File: config.mk
export PLATFORM = sky130hd
export DESIGN_NAME = flow_ctrl
export DESIGN_NICKNAME = d
export VERILOG_FILES = /design/src/rtl/flow_ctrl_pkg.sv /design/src/rtl/hazard_detect.sv /design/src/rtl/flow_ctrl.sv
export SDC_FILE = /design/constraint.sdc
export NUM_CORES = 1
export LEC_CHECK = 0
export CORE_MARGIN = 8
export CORE_UTILIZATION = 48
export CTS_BUF_LIST = sky130_fd_sc_hd__clkbuf_4 sky130_fd_sc_hd__clkbuf_8 sky130_fd_sc_hd__clkbuf_16
export DETAILED_ROUTE_END_ITERATION = 6
export HOLD_SLACK_MARGIN = 0.03
export PLACE_DENSITY = 0.92
export SLEW_MARGIN = 20
export SYNTH_ARGS = -nofsm -noshare
export SYNTH_HDL_FRONTEND = slang
export SYNTH_HIERARCHICAL = 1
export SYNTH_SLANG_ARGS = --single-unit
File: constraint.sdc
create_clock -name clk -period 3.9 [get_ports clk]
set_clock_uncertainty 0.15 [all_clocks]
set_input_delay 0.78 -clock clk [delete_from_list [all_inputs] [get_ports clk]]
set_output_delay 0.78 -clock clk [all_outputs]
set_load 0.005 [all_outputs]
File: src/rtl/flow_ctrl_pkg.sv
// Shared flow codes, FSM state encoding and flow-vector helpers for the rooth pipeline controller.
package flow_ctrl_pkg;

   localparam int FLOW_WIDTH     = 2;
   localparam int REG_ADDR_WIDTH = 5;

   localparam logic [FLOW_WIDTH-1:0] FLOW_WORK    = 2'd0;
   localparam logic [FLOW_WIDTH-1:0] FLOW_STOP    = 2'd1;
   localparam logic [FLOW_WIDTH-1:0] FLOW_REFRESH = 2'd2;

   typedef enum logic [1:0] {
      FC_RUN      = 2'd0,
      FC_MEM_WAIT = 2'd1,
      FC_DRAIN    = 2'd2
   } fc_state_e;

   typedef struct packed {
      logic [FLOW_WIDTH-1:0] f_if;
      logic [FLOW_WIDTH-1:0] f_id;
      logic [FLOW_WIDTH-1:0] f_ex;
      logic [FLOW_WIDTH-1:0] f_as;
      logic [FLOW_WIDTH-1:0] f_wb;
   } flow_vec_t;

   function automatic flow_vec_t flows5(input logic [FLOW_WIDTH-1:0] fi, fd, fe, fa, fw);
      flow_vec_t f;
      f.f_if = fi;
      f.f_id = fd;
      f.f_ex = fe;
      f.f_as = fa;
      f.f_wb = fw;
      return f;
   endfunction

   // Hazard resolution outside of any memory stall: interrupt beats jump beats load-use.
   function automatic flow_vec_t run_flows(input logic int_req, input logic jump, input logic lduse);
      flow_vec_t f;
      if (int_req)
         f = flows5(FLOW_REFRESH, FLOW_REFRESH, FLOW_REFRESH, FLOW_WORK, FLOW_WORK);
      else if (jump)
         f = flows5(FLOW_WORK, FLOW_REFRESH, FLOW_REFRESH, FLOW_WORK, FLOW_WORK);
      else if (lduse)
         f = flows5(FLOW_STOP, FLOW_STOP, FLOW_REFRESH, FLOW_WORK, FLOW_WORK);
      else
         f = flows5(FLOW_WORK, FLOW_WORK, FLOW_WORK, FLOW_WORK, FLOW_WORK);
      return f;
   endfunction

endpackage

File: src/rtl/hazard_detect.sv
// Load-use hazard compare between the ID source operands and an in-flight EX load.
module hazard_detect
   import flow_ctrl_pkg::*;
(
   input  logic [REG_ADDR_WIDTH-1:0] rs1,
   input  logic                      rs1_en,
   input  logic [REG_ADDR_WIDTH-1:0] rs2,
   input  logic                      rs2_en,
   input  logic                      ex_load,
   input  logic [REG_ADDR_WIDTH-1:0] ex_rd,
   output logic                      lduse
);

   // x0 is hardwired zero, so a load targeting it never creates a dependency.
   assign lduse = ex_load & (ex_rd != '0) &
                  ((rs1_en & (rs1 == ex_rd)) | (rs2_en & (rs2 == ex_rd)));

endmodule

File: src/rtl/flow_ctrl.sv
// Pipeline flow controller: per-stage WORK/STOP/REFRESH codes, memory wait with timeout,
// interrupt drain sequencing and a saturating stall counter.
module flow_ctrl
   import flow_ctrl_pkg::*;
#(
   parameter int MEM_TIMEOUT  = 16,
   parameter int DRAIN_CYCLES = 2,
   parameter int CNT_WIDTH    = 32
) (
   input  logic                      clk,
   input  logic                      rst,
   input  logic [REG_ADDR_WIDTH-1:0] id_rs1_i,
   input  logic                      id_rs1_en_i,
   input  logic [REG_ADDR_WIDTH-1:0] id_rs2_i,
   input  logic                      id_rs2_en_i,
   input  logic                      ex_load_i,
   input  logic [REG_ADDR_WIDTH-1:0] ex_rd_i,
   input  logic                      jump_i,
   input  logic                      as_mem_req_i,
   input  logic                      mem_ready_i,
   input  logic                      int_req_i,
   input  logic                      stall_cnt_clr_i,
   output logic [FLOW_WIDTH-1:0]     flow_if_o,
   output logic [FLOW_WIDTH-1:0]     flow_id_o,
   output logic [FLOW_WIDTH-1:0]     flow_ex_o,
   output logic [FLOW_WIDTH-1:0]     flow_as_o,
   output logic [FLOW_WIDTH-1:0]     flow_wb_o,
   output logic                      int_ack_o,
   output logic                      bus_err_o,
   output logic [CNT_WIDTH-1:0]      stall_cnt_o
);

   localparam int TW = $clog2(MEM_TIMEOUT + 1);
   localparam int DW = $clog2(DRAIN_CYCLES + 1);
   localparam logic [TW-1:0] TMO_MAX  = TW'(MEM_TIMEOUT);
   localparam logic [DW-1:0] DRN_LAST = DW'(DRAIN_CYCLES - 1);

   fc_state_e       state, state_nx;
   logic [TW-1:0]   tmo_cnt, tmo_nx;
   logic [DW-1:0]   drn_cnt, drn_nx;
   logic            ack_nx, err_nx;
   logic            lduse, memstall;
   flow_vec_t       fl;

   hazard_detect u_hazard (
      .rs1     (id_rs1_i),
      .rs1_en  (id_rs1_en_i),
      .rs2     (id_rs2_i),
      .rs2_en  (id_rs2_en_i),
      .ex_load (ex_load_i),
      .ex_rd   (ex_rd_i),
      .lduse   (lduse)
   );

   assign memstall = as_mem_req_i & ~mem_ready_i;

   always_comb begin
      fl       = flows5(FLOW_WORK, FLOW_WORK, FLOW_WORK, FLOW_WORK, FLOW_WORK);
      state_nx = state;
      tmo_nx   = tmo_cnt;
      drn_nx   = drn_cnt;
      ack_nx   = 1'b0;
      err_nx   = 1'b0;
      case (state)
         FC_RUN: begin
            if (memstall) begin
               fl       = flows5(FLOW_STOP, FLOW_STOP, FLOW_STOP, FLOW_STOP, FLOW_REFRESH);
               tmo_nx   = TW'(1);
               state_nx = FC_MEM_WAIT;
            end else begin
               fl = run_flows(int_req_i, jump_i, lduse);
               if (int_req_i) begin
                  drn_nx   = '0;
                  state_nx = FC_DRAIN;
               end
            end
         end
         FC_MEM_WAIT: begin
            // On release the held hazards are resolved immediately; a still-pending
            // interrupt level is taken from RUN on the following cycle.
            if (mem_ready_i) begin
               fl       = run_flows(int_req_i, jump_i, lduse);
               state_nx = FC_RUN;
            end else if (tmo_cnt == TMO_MAX) begin
               fl       = flows5(FLOW_STOP, FLOW_STOP, FLOW_STOP, FLOW_REFRESH, FLOW_REFRESH);
               err_nx   = 1'b1;
               state_nx = FC_RUN;
            end else begin
               fl     = flows5(FLOW_STOP, FLOW_STOP, FLOW_STOP, FLOW_STOP, FLOW_REFRESH);
               tmo_nx = tmo_cnt + TW'(1);
            end
         end
         FC_DRAIN: begin
            if (memstall) begin
               fl = flows5(FLOW_STOP, FLOW_REFRESH, FLOW_REFRESH, FLOW_STOP, FLOW_REFRESH);
            end else begin
               fl = flows5(FLOW_STOP, FLOW_REFRESH, FLOW_REFRESH, FLOW_WORK, FLOW_WORK);
               if (drn_cnt == DRN_LAST) begin
                  ack_nx   = 1'b1;
                  state_nx = FC_RUN;
               end else begin
                  drn_nx = drn_cnt + DW'(1);
               end
            end
         end
         default: state_nx = FC_RUN;
      endcase
      if (rst)
         fl = flows5(FLOW_REFRESH, FLOW_REFRESH, FLOW_REFRESH, FLOW_REFRESH, FLOW_REFRESH);
   end

   always_ff @(posedge clk) begin
      if (rst) begin
         state       <= FC_RUN;
         tmo_cnt     <= '0;
         drn_cnt     <= '0;
         int_ack_o   <= 1'b0;
         bus_err_o   <= 1'b0;
         stall_cnt_o <= '0;
      end else begin
         state     <= state_nx;
         tmo_cnt   <= tmo_nx;
         drn_cnt   <= drn_nx;
         int_ack_o <= ack_nx;
         bus_err_o <= err_nx;
         if (stall_cnt_clr_i)
            stall_cnt_o <= '0;
         else if (fl.f_if == FLOW_STOP && stall_cnt_o != '1)
            stall_cnt_o <= stall_cnt_o + CNT_WIDTH'(1);
      end
   end

   assign flow_if_o = fl.f_if;
   assign flow_id_o = fl.f_id;
   assign flow_ex_o = fl.f_ex;
   assign flow_as_o = fl.f_as;
   assign flow_wb_o = fl.f_wb;

endmodule

**Word-level counts from Yosys, hierarchy flattened**

Cells that the tools add are included.

- Register bits after elaboration: 43
- Bits in latches: 0
- RAM bits: 0
- Bits in read-only memories: 0
- Bits of input ports: 25
- Output and inout bits: 44
- Memories kept: 0

- Add/subtract/negate cells: 3
- Multipliers: 0
- Divide/modulo/power cells: 0
- $lt $le $gt $ge: 0
- Equal/unequal tests: 18
- Shift-type cells: 0
- Muxes and demuxes: 27
- Bitwise gates (word level): 9
- Reductions and logical operators: 11

Operators with widths:

| cell | number |
|---|---|
| $mux 10 | 4 |
| $add 32x1->32 const B | 1 |
| $ne 32x32->1 const B | 1 |
| $pmux 10 s3 | 1 |
| $mux 2 | 10 |
| $mux 9 | 2 |
| $ne 2x2->1 const B | 8 |
| $mux 5 | 3 |
| $eq 5x5->1 | 2 |
| $pmux 5 s2 | 1 |
| $reduce_and 4->1 | 2 |
| $eq 2x1->1 const B | 3 |
| $ne 3x3->1 const B | 2 |
| $pmux 2 s3 | 1 |
| $reduce_or 3->1 | 2 |
| $add 5x1->5 const B | 1 |
| $and 1x1->1 | 5 |
| $eq 5x5->1 const B | 1 |
| $reduce_and 5->1 | 1 |
| $reduce_bool 5->1 | 1 |
| $mux 4 | 1 |
| $pmux 2 s2 | 1 |
| $reduce_bool 2->1 | 2 |
| $mux 3 | 1 |
| other kinds (8) | 11 |

**Longest topological paths before layout**

- Depth in word-level cells: 12
- Depth in mapped cells: 11
- Gate-level depth less buffers: 9

**Cells and area by module**

Netlist, hierarchy kept.

By module, submodules not included:

| module | times used | cells each | area an instance (um2) | seq. area each (um2) |
|---|---|---|---|---|
| flow_ctrl | 1 | 287 | 2336.0 | 860.8 |
| hazard_detect | 1 | 17 | 133.9 | 0.0 |

**Worst setup path after synthesis**

Ideal clock, no wire load.

- Path kind: input -> output
- Start: input port ex_rd_i[0]
- End: output port flow_if_o[0]
- Arrival: 2374 ps
- Setup slack: 596 ps
- Stages: 8
- Cells stage by stage: xor2_1 > nor4_2 > nand3_1 > a21oi_1 > or4b_4 > o211ai_2 > nand2_1 > inv_1

- Longest elaborated chain between the ends: 10

Ends and longest elaborated chain:

| what | RTL line | source |
|---|---|---|
| start, declared | flow_ctrl.sv:17 | `input logic [REG_ADDR_WIDTH-1:0] ex_rd_i,` |
| $eq 5x5->1 | hazard_detect.sv:16 | `((rs1_en & (rs1 == ex_rd)) \| (rs2_en & (rs2 == ex_rd)));` |
| $and 1x1->1 | hazard_detect.sv:16 |  |
| $or 1x1->1 | hazard_detect.sv:16 |  |
| $and 1x1->1 * | hazard_detect.sv:15 | `assign lduse = ex_load & (ex_rd != '0) &` |
| net lduse | flow_ctrl.sv:42 | `logic lduse, memstall;` |
| $mux 9 * | flow_ctrl_pkg.sv:42 | `else if (lduse)` |
| $mux 9 * | flow_ctrl_pkg.sv:40 | `else if (jump)` |
| $mux 10 * | flow_ctrl_pkg.sv:38 | `if (int_req)` |
| $mux 10 (on tied branches) | flow_ctrl.sv:81, flow_ctrl.sv:66 |  |
| $pmux 10 s3 * | flow_ctrl.sv:64 | `case (state)` |
| $mux 10 * | flow_ctrl.sv:108 | `if (rst)` |
| end, declared | flow_ctrl.sv:23 | `output logic [FLOW_WIDTH-1:0] flow_if_o,` |

The timed path passes the listed nets; every way through them passes the cells marked *.

**Worst setup path after layout**

- Start: input port id_rs2_i[0]
- End: output port flow_id_o[0]

- Longest elaborated chain between the ends: 10

Ends and longest elaborated chain:

| what | RTL line | source |
|---|---|---|
| start, declared | flow_ctrl.sv:14 | `input logic [REG_ADDR_WIDTH-1:0] id_rs2_i,` |
| $eq 5x5->1 * | hazard_detect.sv:16 |  |
| $and 1x1->1 * | hazard_detect.sv:16 |  |
| $or 1x1->1 * | hazard_detect.sv:16 |  |
| $and 1x1->1 * | hazard_detect.sv:15 |  |
| net lduse | flow_ctrl.sv:42 |  |
| $mux 9 * | flow_ctrl_pkg.sv:42 |  |
| $mux 9 * | flow_ctrl_pkg.sv:40 |  |
| $mux 10 * | flow_ctrl_pkg.sv:38 |  |
| $mux 10 (on tied branches) | flow_ctrl.sv:81, flow_ctrl.sv:66 |  |
| $pmux 10 s3 * | flow_ctrl.sv:64 |  |
| $mux 10 * | flow_ctrl.sv:108 |  |
| end, declared | flow_ctrl.sv:24 | `output logic [FLOW_WIDTH-1:0] flow_id_o,` |

Marks and branches as above.

==> out/qor.csv <==
stage;metric;value;unit
placement;Post-Place Setup Slack;-0.389;ns
sta;measured slew at the worst slew-check pin;0.660;ns
sta;Fin. Hold Viols;0;
critical_path;critical path, cell by cell;clkdlybuf4s50_1, xor2_1, nor4_2, nand3_1, a21oi_2, buf_4, a21oi_1, nor3_1, clkdlybuf4s50_1;
global_routing;antenna violations before repair;0;
yosys;post-synth cell types;52;
critical_path;crit path kind;in2out;
pwr;Sw Share;23.0;%
critical_path;Worst Reg-to-Reg Cells;7;
min_path;WHS Path Cells;2;
critical_path;r2r endpoint;stall_cnt_o[4];
pwr;Net Sw Power;0.000230;W
global_routing;largest net degree at the start of global routing;31;
cells_and_area;Finished Cell Area;3360;um^2
yosys;Mapped Cells;304;
drt;Routed Antenna Nets;0;
clock_network;clk sink count;43;
critical_path;CP arrival;2.80;ns
die;I/O pins;69;
flow_run;number of max-cap violations;0;
yosys;async set-reset flop share out of synthesis;0;%
global_routing;GRT overflow;0;
global_routing;vias in the first global route;2482;
yosys;post-synthesis sequential area ratio;34.9;%
placement;HPWL Detailed;5.17;mm
drt;DR iter-0 viols;143;
die;die width;87.7;um
critical_path;worst reg-to-reg setup slack;1.30;ns
yosys;most common cell in the netlist;dfxtp_1;
pwr;PD cells;298;nW/um^2
pwr;maximum vdd drop;130;uV
critical_path;Crit path required time;2.97;ns
placement;Final GP Congestion;0.829;
yosys;proportion of netlist area held by the largest area contributor;34.9;%
clock_network;Post-CTS Hold Fix Bufs;0;
cells_and_area;diode count;0;
critical_path;startpoint types;input pin;
die;Vert. Die Dim;87.7;um
pwr;Leakage Power;1.13;nW
global_routing;Total GRT Usage;18.3;%
sta;RSZ-0062 raised after global routing;no;
critical_path;CP Capture Type;primary output;
cells_and_area;share of layout cells above drive strength 1;8.27;%
yosys;Synth top cells by count;dfxtp_1 (43), a21oi_1 (29), nor2_1 (26), nand2_1 (22), or3_1 (19);
clock_network;Clock transition at path regs;0.08;ns
clock_network;worst-case clock buffer depth;2;
outcome;run status;finished clean;
drt;detailed-route DRC error count;0;
placement;Area after DPL;3210;um^2
yosys;number of flops mapped to enable cells by yosys;0;
clock_network;clk_lat worst skew;0.30;ns
pwr;Clock power frac;41.6;%
sta;Tmin final;3.73;ns
sta;Fmax;268;MHz
die;Initial Util;49.0;%
drt;final wirelength;6.86;mm
die;die area;7700;um^2
clock_network;Num CTS Buffers;5;
pwr;Comb power frac;13.4;%
cells_and_area;Reg area;861;um^2
yosys;ys flop type;dfxtp_1;
cells_and_area;P&R area growth vs syn;36.2;%
die;# rows;26;
min_path;Worst Hold End;stall_cnt_o[1];
pwr;Tot Pwr;0.00100;W
yosys;largest cells by area after synthesis;dfxtp_1 (35%), a21oi_1 (5.9%), or3_1 (4.8%), nor2_1 (4.0%), xor2_1 (3.9%);
drt;Vias/cell;5.90;
critical_path;most used cell, CP;clkdlybuf4s50_1;
critical_path;CP max FO;2;
cells_and_area;Fill cells;431;
sta;Slew Viols, Final;0;
drt;wire length per cell;15.4;um
yosys;synthesized cell area;2470;um^2
yosys;syn_nets;333;
pwr;Flop pwr share;45.0;%
critical_path;RR Startpoint;stall_cnt_o[0];
die;core area;5040;um^2
cells_and_area;area of the multi-input gates;1500;um^2
sta;final worst slack;0.172;ns
yosys;syn avg cell area;8.12;um^2
placement;PortBufs;67;
clock_network;# H-tree levels;2;
pwr;internal power;0.000771;W
sta;crit share post-route;95.6;%
min_path;Worst Hold Class;reg2reg;
yosys;most area-hungry cell type in the Yosys netlist;dfxtp_1;
global_routing;first-pass GRT wire length;11.4;mm
clock_network;Root Driver;clkbuf_8;
cells_and_area;Net count, final;403;
drt;via count;2626;
min_path;hold_sp;stall_cnt_o[1];
critical_path;Critical Path Max Stage Delay;0.54;ns
sta;final setup violating endpoints;0;
sta;Slew headroom;55.6;%
drt;DR pass1 iterations;4;
yosys;FF+latch count, synth;43;
critical_path;CP max-delay cell;clkdlybuf4s50_1;
yosys;Yosys warnings;6;
clock_network;CTS tree;built;
-- flip-flops by register name (all words and copies together) (netlist names) --
register	count
state	2
stall_cnt_o	32
drn_cnt	2
bus_err_o	1
tmo_cnt	5
int_ack_o	1
-- how the worst max path moves through the flow --
stage              endpoint        start  cells after the start  slack [ns]
2_1_floorplan  flow_if_o[0]   ex_rd_i[0]                      8        0.60
3_3_place_gp   flow_if_o[0]   ex_rd_i[3]                     10       -0.29
3_5_place_dp   flow_if_o[0]   ex_rd_i[0]                     10       -0.39
4_1_cts        flow_if_o[0]   ex_rd_i[1]                     10       0.009
5_1_grt        flow_id_o[0]  id_rs1_i[0]                      9        0.02
6_report       flow_id_o[0]  id_rs2_i[0]                      9        0.17
-- cell families after synthesis --
family / count (synthesis) / share of synthesized area [%]
adders and majority gates: 4 / 2.03
buffers and inverters: 23 / 4.71
muxes: 4 / 1.62
DFF: 43 / 34.9
other: 1 / 0.152
and+or+nand+nor: 137 / 31.2
xor gates and xnor gates: 15 / 5.32
AOI/OAI and AO/OA: 77 / 20.1
-- per-stage QoR --
stage	util, %	cells	TNS, ns	hold slack (ns)
after floorplan	-	304	0	0.310
after global placement	63.7	436	-0.295	0.322
after detailed placement	63.7	436	-1.00	0.329
after CTS	66.6	445	0	0.341
after global routing	66.7	445	0	0.378
final	66.7	445	0	0.339
-- routing by layer --
layer	share of wire, %	vias up	GRT usage (%)
li1	-	1279	-
met1	41	1253	20.7
met2	49	85	32.1
met3	8.4	9	5.82
met4	1.1	0	5.00
met5	0	-	0
-- layout by cell type (no fill, tap or decap), types with 5 or more instances in the layout --
cell	netlist	routed
or4_1	11	11
clkbuf_8	0	5
or3_1	19	19
a21oi_1	29	28
nand3_1	11	11
dfxtp_1	43	43
clkdlybuf4s50_1	0	62
buf_4	1	10
o21ai_0	17	17
nand2_1	22	22
nor2_1	26	26
inv_1	9	9
nand4_1	14	14
xor2_1	11	11
nor3_1	9	9
o31ai_1	9	9
-- area by class of cell --
type	instances	share of cell area, %
well taps	70	2.60
clock inverters	2	1.79
flip-flops and latches	43	25.6
repair buffers	77	22.1
multi-input cells	238	44.7
clock buffers	6	2.27
inverters	9	1.00
-- power by group through the flow --
stage / Combinational (W) / Sequential [W] / Clock, W
final: 0.000134 / 0.000451 / 0.000416
after global routing: 0.000147 / 0.000452 / 0.000440
after CTS: 0.000133 / 0.000451 / 0.000425
after detailed placement: 0.000133 / 0.000461 / 0
after global placement: 0.000129 / 0.000460 / 0
after floorplan: 0.0000739 / 0.000456 / 0
-- what timing repair did --
item / in CTS / in global routing
pin swaps: 3 / 4
gates resized for setup: 5 / 4
gates cloned: 0 / 0
endpoints found under the setup margin: 1 / 2
buffers inserted: 1 / 0
-- worst max-delay path: cells and delay by family --
kind | cells | cell delay [ns]
compound gates | 2 | 0.19
xor+xnor | 1 | 0.16
buf+inv | 3 | 1.08
simple gates | 3 | 0.59
No activity file was read; power rests on OpenSTA's default activity.
